$ cat src/rtl/paddle_encoder_ctrl.sv
// Rotary encoder front end for one Pong paddle: sync, debounce,
// quadrature detent decode, saturating position and serve pulse.
module paddle_encoder_ctrl #(
  parameter int DEBOUNCE = 16,
  parameter int POS_W    = 8,
  parameter int POS_MAX  = 200,
  parameter int STEP     = 4
) (
  input  logic             clk,
  input  logic             rst_n,
  input  logic             in_a,
  input  logic             in_b,
  input  logic             switch,
  input  logic             centre,
  output logic             up,
  output logic             down,
  output logic             serve,
  output logic [POS_W-1:0] pos
);

  localparam int CW = (DEBOUNCE < 2) ? 1 : $clog2(DEBOUNCE);
  localparam logic [CW-1:0] CNT_TOP = CW'(DEBOUNCE - 1);

  localparam logic [1:0] S11 = 2'b11;
  localparam logic [1:0] S01 = 2'b01;
  localparam logic [1:0] S00 = 2'b00;
  localparam logic [1:0] S10 = 2'b10;

  localparam logic [POS_W-1:0] CTR = POS_W'(POS_MAX / 2);
  localparam logic [POS_W:0] MAXV = (POS_W + 1)'(POS_MAX);
  localparam logic [POS_W:0] STEPV = (POS_W + 1)'(STEP);

  // Bit order {a, b, sw} for all three pin pipelines.
  logic [2:0]    s1;
  logic [2:0]    s2;
  logic [2:0]    filt;
  logic [CW-1:0] cnt [3];

  logic [1:0] ab;
  logic [1:0] ab_q;
  logic [2:0] sub;
  logic [3:0] inc;
  logic [3:0] sum;
  logic       step_up;
  logic       step_dn;
  logic       enter;
  logic       sw_q;

  logic [POS_W:0] pos_x;
  logic [POS_W:0] pos_up;
  logic [POS_W:0] pos_dn;

  function automatic logic [1:0] next_up(input logic [1:0] s);
    case (s)
      S11:     next_up = S01;
      S01:     next_up = S00;
      S00:     next_up = S10;
      default: next_up = S11;
    endcase
  endfunction

  always_ff @(posedge clk or negedge rst_n) begin
    if (!rst_n) begin
      s1   <= '1;
      s2   <= '1;
      filt <= '1;
      for (int i = 0; i < 3; i++) cnt[i] <= '0;
    end else begin
      s1 <= {in_a, in_b, switch};
      s2 <= s1;
      for (int i = 0; i < 3; i++) begin
        if (s2[i] != filt[i]) begin
          if (cnt[i] == CNT_TOP) begin
            filt[i] <= s2[i];
            cnt[i]  <= '0;
          end else begin
            cnt[i] <= cnt[i] + 1'b1;
          end
        end else begin
          cnt[i] <= '0;
        end
      end
    end
  end

  assign ab      = filt[2:1];
  assign step_up = (ab == next_up(ab_q));
  assign step_dn = (ab_q == next_up(ab));
  assign enter   = (ab == S11) && (ab_q != S11);

  always_comb begin
    inc = 4'b0000;
    unique case (1'b1)
      step_up: inc = 4'b0001;
      step_dn: inc = 4'b1111;
      default: inc = 4'b0000;
    endcase
  end

  // Substep is sign-extended so a full turn reads +4 / -4.
  assign sum = {sub[2], sub} + inc;

  always_ff @(posedge clk or negedge rst_n) begin
    if (!rst_n) begin
      ab_q <= S11;
      sub  <= '0;
      up   <= 1'b0;
      down <= 1'b0;
    end else begin
      ab_q <= ab;
      up   <= 1'b0;
      down <= 1'b0;
      if (centre) begin
        sub <= '0;
      end else if (enter) begin
        up   <= (sum == 4'b0100);
        down <= (sum == 4'b1100);
        sub  <= '0;
      end else begin
        sub <= sum[2:0];
      end
    end
  end

  always_ff @(posedge clk or negedge rst_n) begin
    if (!rst_n) begin
      sw_q  <= 1'b1;
      serve <= 1'b0;
    end else begin
      sw_q  <= filt[0];
      serve <= sw_q & ~filt[0];
    end
  end

  assign pos_x  = {1'b0, pos};
  assign pos_up = pos_x + STEPV;
  assign pos_dn = pos_x - STEPV;

  always_ff @(posedge clk or negedge rst_n) begin
    if (!rst_n) begin
      pos <= CTR;
    end else if (centre) begin
      pos <= CTR;
    end else if (up) begin
      pos <= (pos_up > MAXV) ? MAXV[POS_W-1:0] : pos_up[POS_W-1:0];
    end else if (down) begin
      pos <= (pos_x < STEPV) ? '0 : pos_dn[POS_W-1:0];
    end
  end

endmodule
$ cat config.mk
export PLATFORM = sky130hd
export DESIGN_NAME = paddle_encoder_ctrl
export DESIGN_NICKNAME = d
export VERILOG_FILES = /design/src/rtl/paddle_encoder_ctrl.sv
export SDC_FILE = /design/constraint.sdc
export NUM_CORES = 1
export LEC_CHECK = 0
export CAP_MARGIN = 5
export CORE_MARGIN = 4
export CORE_UTILIZATION = 45
export CTS_BUF_LIST = sky130_fd_sc_hd__clkbuf_16
export CTS_CLUSTER_DIAMETER = 200
export CTS_CLUSTER_SIZE = 10
export DETAILED_ROUTE_END_ITERATION = 10
export REMOVE_ABC_BUFFERS = 1
export SKIP_LAST_GASP = 1
export SYNTH_ARGS = -nofsm -noshare
export SYNTH_HDL_FRONTEND = slang
export SYNTH_SLANG_ARGS = --single-unit
$ cat constraint.sdc
create_clock -name clk -period 3.6 [get_ports clk]
set_input_delay 0.72 -clock clk [delete_from_list [all_inputs] [get_ports clk]]
set_output_delay 0.72 -clock clk [all_outputs]
set_load 0.03 [all_outputs]
* Word-level counts from Yosys, hierarchy flattened *
Cells that the tools add are included.

word-level totals
  bits in registers = 38
  bits in latches = 0
  RAM bits = 0
  ROM bits = 0
  input bits = 6
  output and inout bits = 11
  word-level logic and storage cells = 67
  memories = 0

cells by class
  add/subtract/negate cells = 6
  multiply operators = 0
  divide/modulo/power cells = 0
  order comparisons = 2
  equality and inequality tests = 15
  shifts and indexed selects = 0
  muxes and demuxes = 20
  bitwise gates (word level) = 2
  reductions and logical operators = 7

operators by type and width
  cell                                                                             count
  8-bit 2-to-1 mux                                                                 5
  4-bit 2-to-1 mux                                                                 6
  4-bit == test, second input constant                                             4
  4-bit by 1-bit adder with 4-bit output, second input constant                    3
  2-bit one-hot mux with 3 select lines                                            2
  8-bit by 3-bit adder with 9-bit output, second input constant                    1
  9-bit by 8-bit greater-than comparator with 1-bit output, second input constant  1
  8-bit by 3-bit less-than comparator with 1-bit output, second input constant     1
  4-bit one-hot mux with 2 select lines                                            1
  8-bit by 3-bit subtractor with 8-bit output, second input constant               1
  3-bit 2-to-1 mux                                                                 2
  2-bit AND reduction                                                              3
  4-bit adder                                                                      1
  2-bit by 1-bit == test with 1-bit output, second input constant                  2
  2-bit == test                                                                    2
  2-bit == test, second input constant                                             2
  4-bit by 3-bit == test with 1-bit output, second input constant                  1
  2-bit zero test                                                                  2
  1-bit 2-to-1 mux                                                                 4
  1-bit inequality test                                                            3
  3-bit nonzero test                                                               1
  2-bit inequality test, second input constant                                     1
  1-bit bitwise AND                                                                1
  1-bit logical AND                                                                1
  1-bit NOT                                                                        1

* Longest topological paths before layout *
  word-level depth = 8
  depth in mapped cells = 9
  gate-level depth less buffers = 9

* Worst setup path after synthesis *
Ideal clock, no wire load.

  path kind = register to register
  start = register filt[1]
  end = register up
  library setup time = 0.073 ns
  arrival time = 2.097 ns
  data required time = 3.527 ns
  slack = 1.430 ns
  stages on the path, launching flop included = 10
  buffers on the path = 0
  period minus slack after synthesis = 2.170 ns
  cells stage by stage = dfstp_2 > xor2_1 > xnor2_1 > ha_1 > inv_1 > fa_1 > xor2_1 > nor4b_1 > nand2_1 > nor2b_1

on the way
  cells in the longest elaborated chain, start to end = 8
  elaborated cells between the ends (all ways) = 12
  classes of those cells = add/sub: 1; eq/ne: 5; mux: 4; reduce/logical: 2

RTL lines
  what                                                                    line  RTL
  start, declared                                                         36    logic [2:0] filt;
  start signal, assigned by index                                         74    filt[i] <= s2[i];
  2-bit by 1-bit == test with 1-bit output, or another cell as far along  54    case (s)
  2-bit one-hot mux with 3 select lines                                   54
  2-bit == test                                                           88    assign step_dn = (ab_q == next_up(ab));
  4-bit one-hot mux with 2 select lines                                   93    unique case (1'b1)
  4-bit adder                                                             101   assign sum = {sub[2], sub} + inc;
  4-bit by 3-bit == test with 1-bit output                                116   up <= (sum == 4'b0100);
  1-bit 2-to-1 mux (*)                                                    115   end else if (enter) begin
  1-bit 2-to-1 mux (*)                                                    113   if (centre) begin
  end signal, assigned                                                    116
  end, declared                                                           15    output logic up,

Every way passes the cells marked *; elsewhere a longest branch is shown, timed or not.
A chain may end at the register's enable or synchronous reset.

* Final worst setup path *
  start = register up
  end = output up

No word-level cell between the ends.

==> results.cfg <==
[logic_synthesis]
yosysSeqAreaShare = 0.497
syn_area_per_cell_sq_um = 10.6
synth_edf_count = 0
synthFlopType = dfrtp_1
ys_top_cells_by_count = 21 x dfrtp_1, 15 x dfstp_2, 10 x nor2_1
yosys_warnings = 0
synth_cells = 174
synth.area.top_cells = dfrtp_1 28%, dfstp_2 21%, ha_1 6.1%
yosysTopAreaCellShare = 0.284
synth_top_area_cell = dfrtp_1
syn_area_sq_um = 1850
ys_ff_latch = 36
netlist-cell-type-count = 45
synthArstFlopShare = 1.00
synth.most_common_cell = dfrtp_1

[placed_design]
dp_hpwl_mm = 2.39
place_congestion = 0.805
numPortBuffers = 14
place_area_sq_um = 2000

[pwr]
powerDensity_nw_per_um2 = 402
pwr-share-clk = 0.455
p_switching_uw = 174
vdd_drop_max_mv = 0.326
pwr-share-seq = 0.500
combPwrFrac = 0.045
power.internal_uw = 687
p_total_uw = 862
p_leak_uw = 0.000876
swShare = 0.202

[floorplan]
ioPinCount = 17
row_count = 23
dieArea_sq_um = 5200
dieWidth_um = 72.1
die_h_um = 72.1
initial_core_util = 0.462
core_sq_um = 4000

[hold_path]
min-delay-start = s1[2]
hp-class = reg -> reg
whs_path_depth = 0
whs_endpoint = s2[2]

[drt]
vias_per_cell = 5.48
wire_per_inst_um = 13.6
drc = 0
drt_iter0_markers = 74
antenna_left = 0
vias = 1293
first_pass_iters = 5
wl_mm = 3.21

[clock_tree]
clk_pin_slew_ns = 0.05
hold_buffers = 0
cts_buffers = 5
cts_max_path_buffers = 2
cts_sinks = 36
cts_root_buf = clkbuf_16
post_cts_resized = 0
htree_levels = 2
clock_latency_ns = 0.27
tritoncts = yes
cts_setup_buffers = 0

[critical_path]
path_class = reg -> out
arrival_ns = 1.70
worst-r2r-cell-count = 9
crit_chain = clkdlybuf4s50_1
timing.critical_path.to_type = primary output
crit_family = buffers and inverters
path_max_fanout = 17
critPathLaunchType = flip-flop
crit_start = up
cp_slowest_cell = clkdlybuf4s50_1
cp.required_ns = 2.88
r2r_end = up
r2r_slack_ns = 1.31
reg2reg_from = filt[1]
slowest_delay_ns = 0.77
path_buf_inv = 1

[timing]
finClkSkew_ns = 0.00183
fin_crit_ns = 2.42
hold_viol_final = 0
fmax_mhz = 414
tightest_slew_ns = 0.505
rsz0062_at_grt = false
period_share = 0.671
setup_violations = 0
maxSlewViolCount = 0
setup_tns_ns = 0
relSlewSlack = 0.663

[grt]
grtUsageTotal = 0.141
grt_pass1_vias = 1278
grt_max_degree = 37
antenna_found_initial = 0
gr-total-overflow = 0
grt_pass1_wl_mm = 5.72

[layout]
final_cell_area_sq_um = 2140
area_growth_pct = 15.8
num-nets-final = 202
fillCellCount = 360
antenna_cells = 0
drive_gt1_frac = 0.172

[run_status]
outcome = complete, no violations

[job]
maxCapViolations = 0
## layer usage
| metal | up-vias | global-route usage | share of wire |
|---|---|---|---|
| met5 | - | 0 | 0 |
| met4 | 0 | 0.0626 | 0.024 |
| met3 | 8 | 0.0416 | 0.049 |
| met2 | 28 | 0.236 | 0.49 |
| met1 | 631 | 0.166 | 0.44 |
| li1 | 626 | - | - |
## cell families (layout without fill, tap and decap cells)
family	Yosys count	in the layout	synth area share
adder cells (fa/ha/maj)	10	10	0.0717
other	1	2	0.00203
AND/OR/NAND/NOR	54	54	0.158
XOR/XNOR	12	12	0.0568
multiplexers	5	5	0.0298
AO/OA/AOI/OAI	36	36	0.134
buffers and inverters	20	31	0.0501
flip-flops	36	36	0.497
## layout make-up
class                   count  area [sq um]  share of cell area
inverters                   9          33.8              0.0158
multi-input cells         119           841               0.393
clock inverters             2          12.5             0.00584
well taps                  50          62.6              0.0292
clock buffers               5           125              0.0584
repair buffers             15           148              0.0689
flip-flops and latches     36           920               0.429
## state kept, by name (all words and copies together), names as in the netlist
register	flops
up	1
ab_q	2
filt	3
down	1
cnt	12
sw_q	1
sub	3
pos	6
s1	3
serve	1
s2	3
## worst max path at each step
stage | end | slack, ns | cells after the start
6_report | up | 1.18 | 1
5_1_grt | up | 1.04 | 9
4_1_cts | up | 1.19 | 1
3_5_place_dp | up | 1.29 | 9
3_3_place_gp | up | 1.37 | 9
2_1_floorplan | up | 1.43 | 9
## metrics by stage
stage | cells | setup WS (ns) | utilization | hold WS, ns
final | 236 | 1.18 | 0.536 | 0.355
after global routing | 236 | 1.04 | 0.536 | 0.362
after CTS | 236 | 1.19 | 0.536 | 0.357
after detailed placement | 229 | 1.29 | 0.501 | 0.349
after global placement | 229 | 1.37 | 0.501 | 0.348
after floorplan | 164 | 1.43 | - | 0.345
## worst reg2reg max path: cells and delay by family (launching register included)
| family | cells | cell delay [ns] |
|---|---|---|
| XOR/XNOR | 3 | 0.55 |
| adder cells (fa/ha/maj) | 2 | 0.55 |
| buffers and inverters | 1 | 0.05 |
| flip-flops | 1 | 0.57 |
| AND/OR/NAND/NOR | 3 | 0.51 |
## cells in the final DEF (no fill, tap or decap), types with 5 or more instances in the layout
master,n
a21oi_1,8
clkbuf_16,5
clkdlybuf4s50_1,14
dfrtp_1,21
dfstp_2,15
ha_1,9
inv_1,9
nand2_1,9
nand3_1,8
nor2_1,10
nor2b_1,5
nor3_1,6
o21ai_0,6
xnor2_1,9
## power groups by stage
stage	Sequential [uW]	Clock [uW]	Combinational, uW
2_1_floorplan	434	0	20.4
3_3_place_gp	435	0	37.9
3_5_place_dp	437	0	39.6
4_1_cts	430	408	39.9
5_1_grt	432	427	44.5
6_report	431	392	38.6
(Power assumes the default switching activity.)
